## config.mk

```make
export PLATFORM = sky130hd
export DESIGN_NAME = mac_seq
export DESIGN_NICKNAME = d
export VERILOG_FILES = /design/src/rtl/mac_seq.sv
export SDC_FILE = /design/constraint.sdc
export NUM_CORES = 1
export LEC_CHECK = 0
export ABC_CLOCK_PERIOD_IN_PS = 2230
export CORE_AREA = 3 3 106 118
export DETAILED_ROUTE_END_ITERATION = 12
export DIE_AREA = 0 0 109 121
export PLACE_DENSITY = 0.79
export SLEW_MARGIN = 20
export SYNTH_ARGS = -nofsm -noshare
export SYNTH_HDL_FRONTEND = slang
export SYNTH_SLANG_ARGS = --single-unit
```

## constraint.sdc

```tcl
create_clock -name clk -period 2.23 [get_ports clk]
set_input_delay 0.446 -clock clk [delete_from_list [all_inputs] [get_ports clk]]
set_output_delay 0.446 -clock clk [all_outputs]
set_load 0.01 [all_outputs]
```

## src/rtl/mac_seq.sv

```systemverilog
// ---------------------------------------------------------------------------
// mac_seq : sequencer for a two-stage multiply-accumulate pipeline.
//
// Runs one dot-product job at a time. The job length and the bias are
// latched on start. The bias is loaded into the mac accumulator, and then
// operand pairs are streamed from a valid/ready source. A zero operand pair
// is sent whenever the source stalls. The sequencer waits out the mac
// latency and then presents the accumulator on a valid/ready output.
//
// Ports
//   clk, reset      clock, synchronous active-high reset
//   start/len/bias  job request (sampled only in IDLE)
//   busy            high whenever not IDLE
//   in_valid/in_ready/in_a/in_b        operand stream
//   mac_reset/mac_en_sum/mac_a/mac_b/mac_part_sum  controls to the mac
//   mac_f           mac accumulator value
//   out_valid/out_ready/out_data       result handshake
// ---------------------------------------------------------------------------
// state    | meaning
// ---------+-----------------------------------------------------------------
// IDLE     | mac held in reset with a zero accumulator, waiting for start
// LOAD     | mac held in reset, accumulator loaded with the latched bias
// STREAM   | accepting operand pairs, or sending zero bubbles when stalled
// DRAIN    | two cycles of zeros that let the last product reach the sum
// CAPTURE  | register mac_f into out_data
// OUT      | result presented, waiting for out_ready
// ---------------------------------------------------------------------------
module mac_seq #(
    parameter int IL    = 4,
    parameter int FL    = 16,
    parameter int LEN_W = 8
) (
    input  logic                     clk,
    input  logic                     reset,
    input  logic                     start,
    input  logic [LEN_W-1:0]         len,
    input  logic [2*(IL+FL)-1:0]     bias,
    output logic                     busy,
    input  logic                     in_valid,
    output logic                     in_ready,
    input  logic [IL+FL-1:0]         in_a,
    input  logic [IL+FL-1:0]         in_b,
    output logic                     mac_reset,
    output logic                     mac_en_sum,
    output logic [IL+FL-1:0]         mac_a,
    output logic [IL+FL-1:0]         mac_b,
    output logic [2*(IL+FL)-1:0]     mac_part_sum,
    input  logic [2*(IL+FL)-1:0]     mac_f,
    output logic                     out_valid,
    input  logic                     out_ready,
    output logic [2*(IL+FL)-1:0]     out_data
);

    localparam int W  = IL + FL;
    localparam int AW = 2 * W;

    typedef enum logic [2:0] {
        S_IDLE,
        S_LOAD,
        S_STREAM,
        S_DRAIN,
        S_CAPTURE,
        S_OUT
    } state_t;

    state_t           state_q, state_d;
    logic [LEN_W-1:0] len_q, len_d;
    logic [LEN_W-1:0] count_q, count_d;
    logic [AW-1:0]    bias_q, bias_d;
    logic             drain_q, drain_d;
    logic             out_valid_q, out_valid_d;
    logic [AW-1:0]    out_data_q, out_data_d;

    always_ff @(posedge clk) begin
        if (reset) begin
            state_q     <= S_IDLE;
            len_q       <= '0;
            count_q     <= '0;
            bias_q      <= '0;
            drain_q     <= 1'b0;
            out_valid_q <= 1'b0;
            out_data_q  <= '0;
        end else begin
            state_q     <= state_d;
            len_q       <= len_d;
            count_q     <= count_d;
            bias_q      <= bias_d;
            drain_q     <= drain_d;
            out_valid_q <= out_valid_d;
            out_data_q  <= out_data_d;
        end
    end

    always_comb begin
        state_d     = state_q;
        len_d       = len_q;
        count_d     = count_q;
        bias_d      = bias_q;
        drain_d     = drain_q;
        out_valid_d = out_valid_q;
        out_data_d  = out_data_q;

        busy       = (state_q != S_IDLE);
        in_ready   = (state_q == S_STREAM);
        // While reset is high the mac is also held in reset, so an
        // abandoned job leaves nothing behind in the accumulator.
        mac_reset  = reset || (state_q == S_IDLE) || (state_q == S_LOAD);
        mac_en_sum = (state_q == S_LOAD);
        mac_a      = '0;
        mac_b      = '0;

        unique case (state_q)
            S_IDLE: begin
                if (start) begin
                    len_d   = len;
                    bias_d  = bias;
                    state_d = S_LOAD;
                end
            end
            S_LOAD: begin
                count_d = '0;
                drain_d = 1'b0;
                state_d = (len_q != '0) ? S_STREAM : S_DRAIN;
            end
            S_STREAM: begin
                // A stalled source leaves mac_a/mac_b at zero. The bubble
                // adds nothing to the accumulator.
                if (in_valid) begin
                    mac_a   = in_a;
                    mac_b   = in_b;
                    count_d = count_q + 1'b1;
                    if (count_q == len_q - 1'b1) begin
                        drain_d = 1'b0;
                        state_d = S_DRAIN;
                    end
                end
            end
            S_DRAIN: begin
                drain_d = 1'b1;
                if (drain_q) begin
                    state_d = S_CAPTURE;
                end
            end
            S_CAPTURE: begin
                out_data_d  = mac_f;
                out_valid_d = 1'b1;
                state_d     = S_OUT;
            end
            S_OUT: begin
                if (out_ready) begin
                    out_valid_d = 1'b0;
                    state_d     = S_IDLE;
                end
            end
            default: begin
                state_d = S_IDLE;
            end
        endcase
    end

    assign mac_part_sum = bias_q;
    assign out_valid    = out_valid_q;
    assign out_data     = out_data_q;

endmodule

```

==> impl_metrics.py, run 1 <==
metrics = {
    "status": {
        "status": "complete, no violations",
    },
    "critical_path": {
        "cp.arrival_ps": 1740,
        "crit_type": "reg -> out",
        "crit_path_end_kind": "output port",
        "worstPathRequired_ps": 1780,
        "start_kind": "flip-flop",
        "crit_fanout": 5,
    },
    "clock_tree": {
        "cts_root_buffer": "clkbuf_16",
        "htreeDepth": 3,
        "cts_tree": "done",
        "worstSkewPairLatency_ps": 340,
        "cts_buffers": 9,
        "clk_path_buf_depth": 2,
        "clk_pin_slew_ps": 70,
        "clkSinkCount": 101,
    },
    "die": {
        "die_x_um": 109,
        "chipHeight_um": 121,
        "core_region_area_um2": 11400,
        "fp-row-count": 41,
        "initial_core_util_pct": 36.6,
        "die-area_um2": 13200,
        "io_pins": 258,
    },
    "finish": {
        "drive_gt1_share_pct": 6.19,
        "multi_input_area_um2": 1990,
        "regArea_um2": 2020,
        "fillCellCount": 1009,
        "fin_cells": 941,
        "nets": 921,
        "antenna_cells": 0,
        "area.growth.synth_to_final_pct": 72.7,
    },
    "synth": {
        "postSynthCellCount": 543,
        "synth_area_per_cell_um2": 7.71,
        "synth_edf_count": 0,
        "yosysWarnings": 0,
        "synthFlopType": "dfxtp_1",
        "synth_fp_nets": 678,
        "mappedNetlistArea_um2": 4180,
        "yosysSeqAreaShare_pct": 48.3,
        "synth_top_area_cell": "dfxtp_1",
        "synth_top_cells_by_count": "nand2_1, dfxtp_1, a21oi_1",
        "yosys-top-cells-area": "dfxtp_1, nand2_1, a21oi_1",
        "yosysMostFrequentCell": "nand2_1",
        "ys_ff_latch": 101,
        "yosysUniqueCellTypes": 41,
        "async_flop_share_pct": 0,
        "netlist.area_leader.share_pct": 48.3,
    },
    "sta": {
        "finalSetupTns_ps": 0,
        "min_period_ps": 2190,
        "rsz0062_at_grt": "false",
        "maxSlewHeadroom_pct": 32.7,
        "finalCritPeriodShare_pct": 98.0,
        "setup_viol": 0,
        "holdWs_ps": 453,
        "max_clock_freq_mhz": 458,
        "skew_ps": 8.04,
        "worst_slew_pin_slew_ps": 1010,
        "slew_violations": 0,
        "final_hold_viol_count": 0,
    },
    "power": {
        "total_power_mw": 5.18,
        "peakVddDrop_uv": 435,
        "leakage_nw": 2.95,
        "p_per_area_nw_per_um2": 716,
    },
    "drt": {
        "drtIter0Drc": 211,
        "drc_errors": 0,
        "routedWlPerCell_um": 14.7,
        "first_pass_iters": 4,
        "vias_per_cell": 4.86,
        "routed_wl_um": 13800,
        "ant_nets": 0,
        "vias": 4570,
    },
    "global_route": {
        "grt_pass1_vias": 4556,
        "overflow": 0,
        "grt_pass1_wl_um": 21700,
        "grt.total_usage_pct": 20.4,
        "grt_max_degree": 97,
        "antenna_found_initial": 0,
    },
    "placement": {
        "gp_congestion": 0.757,
        "port_buffers": 257,
        "hpwl_um": 10100,
        "dp.cells": 921,
    },
    "run": {
        "cap_viol_max_count": 0,
    },
    "hold_path": {
        "hold_class": "reg -> reg",
    },
}
timing repair:
item                                    in CTS  in global routing
hold buffers                                 0                  0
pin swaps                                    0                  0
cloned                                       1                  0
buffers inserted                             3                  0
endpoints found under the setup margin      42                  3
gates resized for setup                     43                  4
routing by layer:
layer / vias to the layer above / global-route usage (%) / share of wire [%]
met1: 2080 / 20.6 / 35
met5: - / 0 / 0
li1: 2280 / - / -
met3: 31 / 6.55 / 11
met4: 0 / 9.39 / 3.3
met2: 179 / 37.6 / 51
report_power, final:
part,internal (mW),total (mW),switching (mW)
logic,0.853,1.59,0.739
clock network,0.864,1.53,0.671
registers,1.95,2.05,0.100
area by class of cell:
cell class                 instances  share of cell area, %
multi-input combinational        395                   27.6
sequential                       101                   28.0
clock inverter                     7                  0.918
inverter                           4                  0.208
timing repair buffer             275                   37.5
tap                              150                   2.60
clock buffer                       9                   3.12
critical path: stages (launching register included):
cell             delay, ps
dfxtp_1                360
or3b_4                 440
inv_1                   70
clkdlybuf4s50_1        530
logic make-up after synthesis:
kind of cell / Yosys count / share of synthesized area (%)
compound gates: 109 / 14.3
xor+xnor: 15 / 3.14
fa+ha+maj: 2 / 0.598
buf+inv: 47 / 4.55
flops: 101 / 48.3
mux: 1 / 0.269
simple gates: 268 / 28.8
path summary, 6_finish.rpt:
check | startpoint | to | slack (ps) | cells after the start
worst max-delay path | state_q[2]$_SDFFE_PP0P_ | mac_en_sum | 40 | 3
worst min-delay path | mac_part_sum[23]$_SDFFE_PP0P_ | mac_part_sum[23]$_SDFFE_PP0P_ | 450 | 2
worst max register to register | state_q[0]$_SDFFE_PP0P_ | count_q[7]$_SDFFE_PP0P_ | 430 | 6
worst min register to register | mac_part_sum[23]$_SDFFE_PP0P_ | mac_part_sum[23]$_SDFFE_PP0P_ | 450 | 2
state kept, by name (all words and copies together), names as in the netlist:
signal and cells:
out_valid 1, out_data 40, drain_q 1, len_q 8, mac_part_sum 40, count_q 8, state_q 3
stage by stage:
step	area, um2	util [%]	setup WS (ps)
after global routing	7230	63.2	4.89
after global placement	6920	60.5	-36.6
after detailed placement	6920	60.5	-50.8
final	7230	63.2	44.6
after floorplan	4180	-	185
after CTS	7210	63.1	-107
placed cells by master (no fill, tap or decap), types with 3 or more instances in the layout:
cell	count
buf_4	14
a21oi_1	94
and3_1	42
inv_1	4
nand2b_1	5
dlygate4sd2_1	40
nand4_1	3
buf_12	3
clkdlybuf4s50_1	215
nand2_1	184
clkbuf_16	9
xnor2_1	6
clkinv_2	4
xor2_1	9
nand3_1	6
dfxtp_1	99
nor2_1	11
No activity file was read; power rests on OpenSTA's default activity.
==> inputs of run 2 (changes only) <==
--- a/config.mk
+++ b/config.mk
@@ -9,6 +9,7 @@
 export CORE_AREA = 3 3 106 118
 export DETAILED_ROUTE_END_ITERATION = 12
 export DIE_AREA = 0 0 109 121
+export MAX_ROUTING_LAYER = met4
 export PLACE_DENSITY = 0.79
 export SLEW_MARGIN = 20
 export SYNTH_ARGS = -nofsm -noshare
==> run 2 against run 1 <==
  * First-iteration DRC count is 8.5% lower
  * Largest power group unchanged
  * Utilization unchanged
  * Non-clock buffer count did not move
  * Via count is 0.88% higher
  * Flip-flop and latch count did not move
  * Combinational power is essentially flat
  * Routed wire length hardly changed
  * Clock skew decreased by 2.1 ps
  * Global-route usage is 0.59 points higher
  * Critical path depth stayed put
  * Final cell count stayed put
==> impl_metrics.py, run 2 (synthesis results as in run 1) <==
metrics = {
    "clock_tree": {
        "clk_pin_slew_ps": 70,
        "cts_buffers": 9,
        "cts_tree": "done",
        "worstSkewPairLatency_ps": 340,
        "holdBufCountCts": 0,
        "clkSinkCount": 101,
        "htreeDepth": 3,
        "clk_path_buf_depth": 2,
        "cts_root_buffer": "clkbuf_16",
    },
    "placement": {
        "place_area_um2": 6920,
        "hpwl_um": 10100,
        "gp_congestion": 0.767,
        "port_buffers": 257,
        "dp.cells": 921,
    },
    "die": {
        "initial_core_util_pct": 36.6,
        "die_x_um": 109,
        "die-area_um2": 13200,
        "fp-row-count": 41,
        "io_pins": 258,
        "core_region_area_um2": 11400,
        "chipHeight_um": 121,
    },
    "critical_path": {
        "crit_path_end_kind": "output port",
        "crit_type": "reg -> out",
        "slowest_delay_ps": 530,
        "crit_fanout": 5,
        "worstPathRequired_ps": 1780,
        "start_kind": "flip-flop",
        "cpMaxStageDelayCell": "clkdlybuf4s50_1",
        "cp_cell_sequence": "or3b_4, inv_1, clkdlybuf4s50_1",
        "cp.arrival_ps": 1730,
    },
    "finish": {
        "area.growth.synth_to_final_pct": 72.7,
        "multi_input_area_um2": 1990,
        "drive_gt1_share_pct": 6.19,
        "nets": 921,
        "regArea_um2": 2020,
        "layout_commonest_cell": "clkdlybuf4s50_1",
        "antenna_cells": 0,
        "fillCellCount": 1009,
        "fin_cells": 941,
        "final_cell_area_um2": 7230,
        "finalCoreUtilization_pct": 63.2,
        "final_cell_mix": "clkdlybuf4s50_1, nand2_1, dfxtp_1",
    },
    "sta": {
        "worst_slew_pin_slew_ps": 1010,
        "holdWs_ps": 453,
        "maxSlewHeadroom_pct": 32.6,
        "setup_viol": 0,
        "skew_ps": 5.94,
        "max_clock_freq_mhz": 459,
        "slew_violations": 0,
        "final_hold_viol_count": 0,
        "finalCritPeriodShare_pct": 97.8,
        "min_period_ps": 2180,
        "rsz0062_at_grt": "false",
    },
    "drt": {
        "drtIter0Drc": 193,
        "drc_errors": 0,
        "first_pass_iters": 4,
        "ant_nets": 0,
        "routed_wl_um": 13800,
        "routedWlPerCell_um": 14.7,
        "vias": 4610,
        "vias_per_cell": 4.90,
    },
    "global_route": {
        "grt_max_degree": 97,
        "grt_pass1_wl_um": 21700,
        "grt_pass1_vias": 4552,
        "grt.total_usage_pct": 21.0,
        "overflow": 0,
        "antenna_found_initial": 0,
    },
    "hold_path": {
        "hold_class": "reg -> reg",
    },
    "power": {
        "peakVddDrop_uv": 437,
        "total_power_mw": 5.18,
        "leakage_nw": 2.95,
        "p_per_area_nw_per_um2": 717,
    },
    "status": {
        "status": "complete, no violations",
    },
    "run": {
        "cap_viol_max_count": 0,
    },
}
[run 2: cell counts in the layout (fill, tap and decap cells not counted)]
Identical to the previous run, type by type.
[run 2: area by class of cell]
cell class | instances | area share, %
tap | 150 | 2.60
timing repair buffer | 275 | 37.5
inverter | 4 | 0.208
sequential | 101 | 28.0
clock buffer | 9 | 3.12
clock inverter | 7 | 0.918
multi-input combinational | 395 | 27.6
[run 2: power breakdown]
| part | leakage [nW] | internal [mW] | switching (mW) | total (mW) |
|---|---|---|---|---|
| combinational | 1.98 | 0.853 | 0.743 | 1.60 |
| clock | 0.145 | 0.864 | 0.670 | 1.53 |
| sequential | 0.821 | 1.95 | 0.101 | 2.05 |
[run 2: layer usage]
| layer | track usage (%) | vias to the layer above | share of wire, % |
|---|---|---|---|
| met5 | - | - | 0 |
| met4 | 9.39 | 0 | 3.1 |
| met3 | 5.27 | 30 | 9.3 |
| met2 | 37.6 | 185 | 51 |
| met1 | 21.5 | 2112 | 36 |
| li1 | - | 2283 | - |
[run 2: final timing paths]
path                                    to  cells past startpoint  slack, ps                           from
min          mac_part_sum[23]$_SDFFE_PP0P_                      2        450  mac_part_sum[23]$_SDFFE_PP0P_
min reg2reg  mac_part_sum[23]$_SDFFE_PP0P_                      2        450  mac_part_sum[23]$_SDFFE_PP0P_
max reg2reg        count_q[7]$_SDFFE_PP0P_                      6        430        state_q[0]$_SDFFE_PP0P_
max                             mac_en_sum                      3         50        state_q[2]$_SDFFE_PP0P_
[run 2: what timing repair did]
action / 4_1_cts / 5_1_grt
endpoints found under the setup margin: 42 / 3
pin swaps: 0 / 0
gates cloned: 1 / 0
gates resized for setup: 43 / 4
hold endpoints to repair: 0 / 0
buffers inserted: 3 / 0
[run 2: critical path: cells and delay by family (launching register included)]
family                 cells  cell delay [ps]
AND/OR/NAND/NOR            1              440
buffers and inverters      2              600
flip-flops                 1              360
[run 2: metrics by stage]
stage          setup WS [ps]  setup TNS [ps]
2_1_floorplan            185               0
3_5_place_dp           -50.8           -1380
5_1_grt                 1.68               0
4_1_cts                 -107            -107
6_report                49.8               0
3_3_place_gp           -36.6           -1140
==> inputs of run 3 (changes only) <==
--- a/config.mk
+++ b/config.mk
@@ -15,3 +15,4 @@
 export SYNTH_ARGS = -nofsm -noshare
 export SYNTH_HDL_FRONTEND = slang
 export SYNTH_SLANG_ARGS = --single-unit
+export TNS_END_PERCENT = 1
==> run 3 against run 2 <==
  * Flip-flop and latch count unchanged
  * Clock skew up 0.63 ps
  * Critical path depth unchanged
  * Critical endpoint is now in_ready
  * First-iteration DRC count up 9.3%
  * Sequential share of layout area up 0.19 points
  * Non-clock buffer count down 3
==> impl_metrics.py, run 3 (synthesis results as in run 1) <==
metrics = {
    "status": {
        "status": "complete, no violations",
    },
    "finish": {
        "layout_commonest_cell": "clkdlybuf4s50_1",
        "drive_gt1_share_pct": 5.96,
        "nets": 918,
        "antenna_cells": 0,
        "final_cell_area_um2": 7180,
        "final_cell_mix": "clkdlybuf4s50_1, nand2_1, dfxtp_1",
        "area.growth.synth_to_final_pct": 71.7,
    },
    "critical_path": {
        "cp_cell_sequence": "nor3b_4, buf_12, clkdlybuf4s50_1",
        "critical_path.startpoint": "state_q[1]$_SDFFE_PP0P_",
        "slowest_delay_ps": 560,
        "crit_path_end_kind": "output port",
        "crit_type": "reg -> out",
        "worstPathRequired_ps": 1780,
        "r2r_slack_ps": 430,
        "start_kind": "flip-flop",
        "rr_startpoint": "state_q[0]$_SDFFE_PP0P_",
        "r2r-end": "count_q[7]$_SDFFE_PP0P_",
        "rr_worst_depth": 6,
        "crit_end": "in_ready",
        "cpMaxStageDelayCell": "clkdlybuf4s50_1",
        "crit_fanout": 42,
        "cp.arrival_ps": 1720,
    },
    "die": {
        "fp-row-count": 41,
        "chipHeight_um": 121,
        "initial_core_util_pct": 36.6,
        "die_x_um": 109,
        "io_pins": 258,
        "core_region_area_um2": 11400,
        "die-area_um2": 13200,
    },
    "placement": {
        "place_area_um2": 6920,
        "port_buffers": 257,
        "hpwl_um": 10100,
        "gp_congestion": 0.767,
    },
    "sta": {
        "setup_viol": 0,
        "max_clock_freq_mhz": 461,
        "min_period_ps": 2170,
        "slew_violations": 0,
        "rsz0062_at_grt": "true",
        "maxSlewHeadroom_pct": 32.9,
        "holdWs_ps": 453,
        "final_hold_viol_count": 0,
        "worst_slew_pin_slew_ps": 1010,
        "finalCritPeriodShare_pct": 97.2,
        "skew_ps": 6.57,
    },
    "clock_tree": {
        "clk_pin_slew_ps": 70,
        "cts_buffers": 9,
        "holdBufCountCts": 0,
        "clkSinkCount": 101,
        "worstSkewPairLatency_ps": 340,
        "cts_tree": "done",
        "cts_root_buffer": "clkbuf_16",
        "clk_path_buf_depth": 2,
        "htreeDepth": 3,
    },
    "power": {
        "leakage_nw": 2.91,
        "p_int_mw": 3.63,
        "p_switching_mw": 1.50,
        "combPwrFrac_pct": 30.1,
        "power_frac_clock_pct": 29.9,
        "total_power_mw": 5.13,
        "p_seq_share_pct": 40.0,
        "swShare_pct": 29.2,
        "p_per_area_nw_per_um2": 714,
        "peakVddDrop_uv": 437,
    },
    "run": {
        "cap_viol_max_count": 0,
    },
    "global_route": {
        "grt.total_usage_pct": 20.9,
        "grt_max_degree": 97,
        "grt_pass1_vias": 4517,
        "overflow": 0,
        "grt_pass1_wl_um": 21600,
        "antenna_found_initial": 0,
    },
    "drt": {
        "vias": 4585,
        "routedWlPerCell_um": 14.6,
        "drtIter0Drc": 211,
        "routed_wl_um": 13600,
        "first_pass_iters": 5,
        "ant_nets": 0,
        "vias_per_cell": 4.89,
        "drc_errors": 0,
    },
    "hold_path": {
        "hold_class": "reg -> reg",
    },
}
[run 3: changes by cell type in the layout (fill, tap and decap cells not counted), sizes merged]
cell           previous run  this run
buf                      19        16
dlymetal6s2s              1         0
clkdlybuf4s50           215       216
[run 3: how the worst min path moves through the flow]
stage / slack, ps / cells after the start / startpoint / to
floorplan: 460 / 2 / len_q[7]$_SDFFE_PP0P_ / len_q[7]$_SDFFE_PP0P_
global placement: 440 / 2 / mac_part_sum[9]$_SDFFE_PP0P_ / mac_part_sum[9]$_SDFFE_PP0P_
detailed placement: 450 / 2 / mac_part_sum[22]$_SDFFE_PP0P_ / mac_part_sum[22]$_SDFFE_PP0P_
CTS: 450 / 2 / mac_part_sum[22]$_SDFFE_PP0P_ / mac_part_sum[22]$_SDFFE_PP0P_
global route: 470 / 2 / mac_part_sum[21]$_SDFFE_PP0P_ / mac_part_sum[21]$_SDFFE_PP0P_
finish: 450 / 2 / mac_part_sum[23]$_SDFFE_PP0P_ / mac_part_sum[23]$_SDFFE_PP0P_
[run 3: per-layer routing]
| layer | wire length, um | vias to the layer above | global-route usage [%] | part of all wire (%) |
|---|---|---|---|---|
| li1 | - | 2274 | - | - |
| met4 | 439 | 0 | 9.39 | 3.2 |
| met1 | 4930 | 2094 | 21.5 | 36 |
| met3 | 1280 | 30 | 5.27 | 9.4 |
| met2 | 7000 | 187 | 37.1 | 51 |
| met5 | 0 | - | - | 0 |
[run 3: power groups by stage]
stage	combinational [mW]	clock, mW	sequential [mW]
6_report	1.54	1.54	2.05
5_1_grt	1.68	1.65	2.07
4_1_cts	1.55	1.57	2.05
3_5_place_dp	1.57	0	2.08
3_3_place_gp	1.54	0	2.07
2_1_floorplan	0.713	0	2.11
[run 3: per-stage QoR]
stage | setup slack, ps | utilization, % | TNS, ps | std cells
after global routing | -22.1 | 62.8 | -22.1 | 938
after detailed placement | -50.8 | 60.5 | -1380 | 921
final | 62.6 | 62.8 | 0 | 938
after floorplan | 185 | - | 0 | 543
after global placement | -36.6 | 60.5 | -1140 | 921
after CTS | -0.878 | 62.7 | -0.878 | 938
[run 3: area by class of cell]
cell class | instances | area [um2]
Multi-Input combinational cell | 395 | 1990
Timing Repair Buffer | 272 | 2670
Clock inverter | 7 | 66.3
Inverter | 4 | 15.0
Sequential cell | 101 | 2030
Tap cell | 150 | 188
Fill cell | 1013 | 4260
Clock buffer | 9 | 225
[run 3: timing repair]
action | in CTS | in global routing
setup endpoints to repair | 42 | 3
setup buffers | 1 | 0
pin swaps | 1 | 0
gates resized for setup | 44 | 2
[run 3: worst max-delay path: cells and delay by family, from the launching register on]
kind	cells	cell delay, ps
buffers and inverters	2	770
flip-flops	1	350
AND/OR/NAND/NOR	1	260
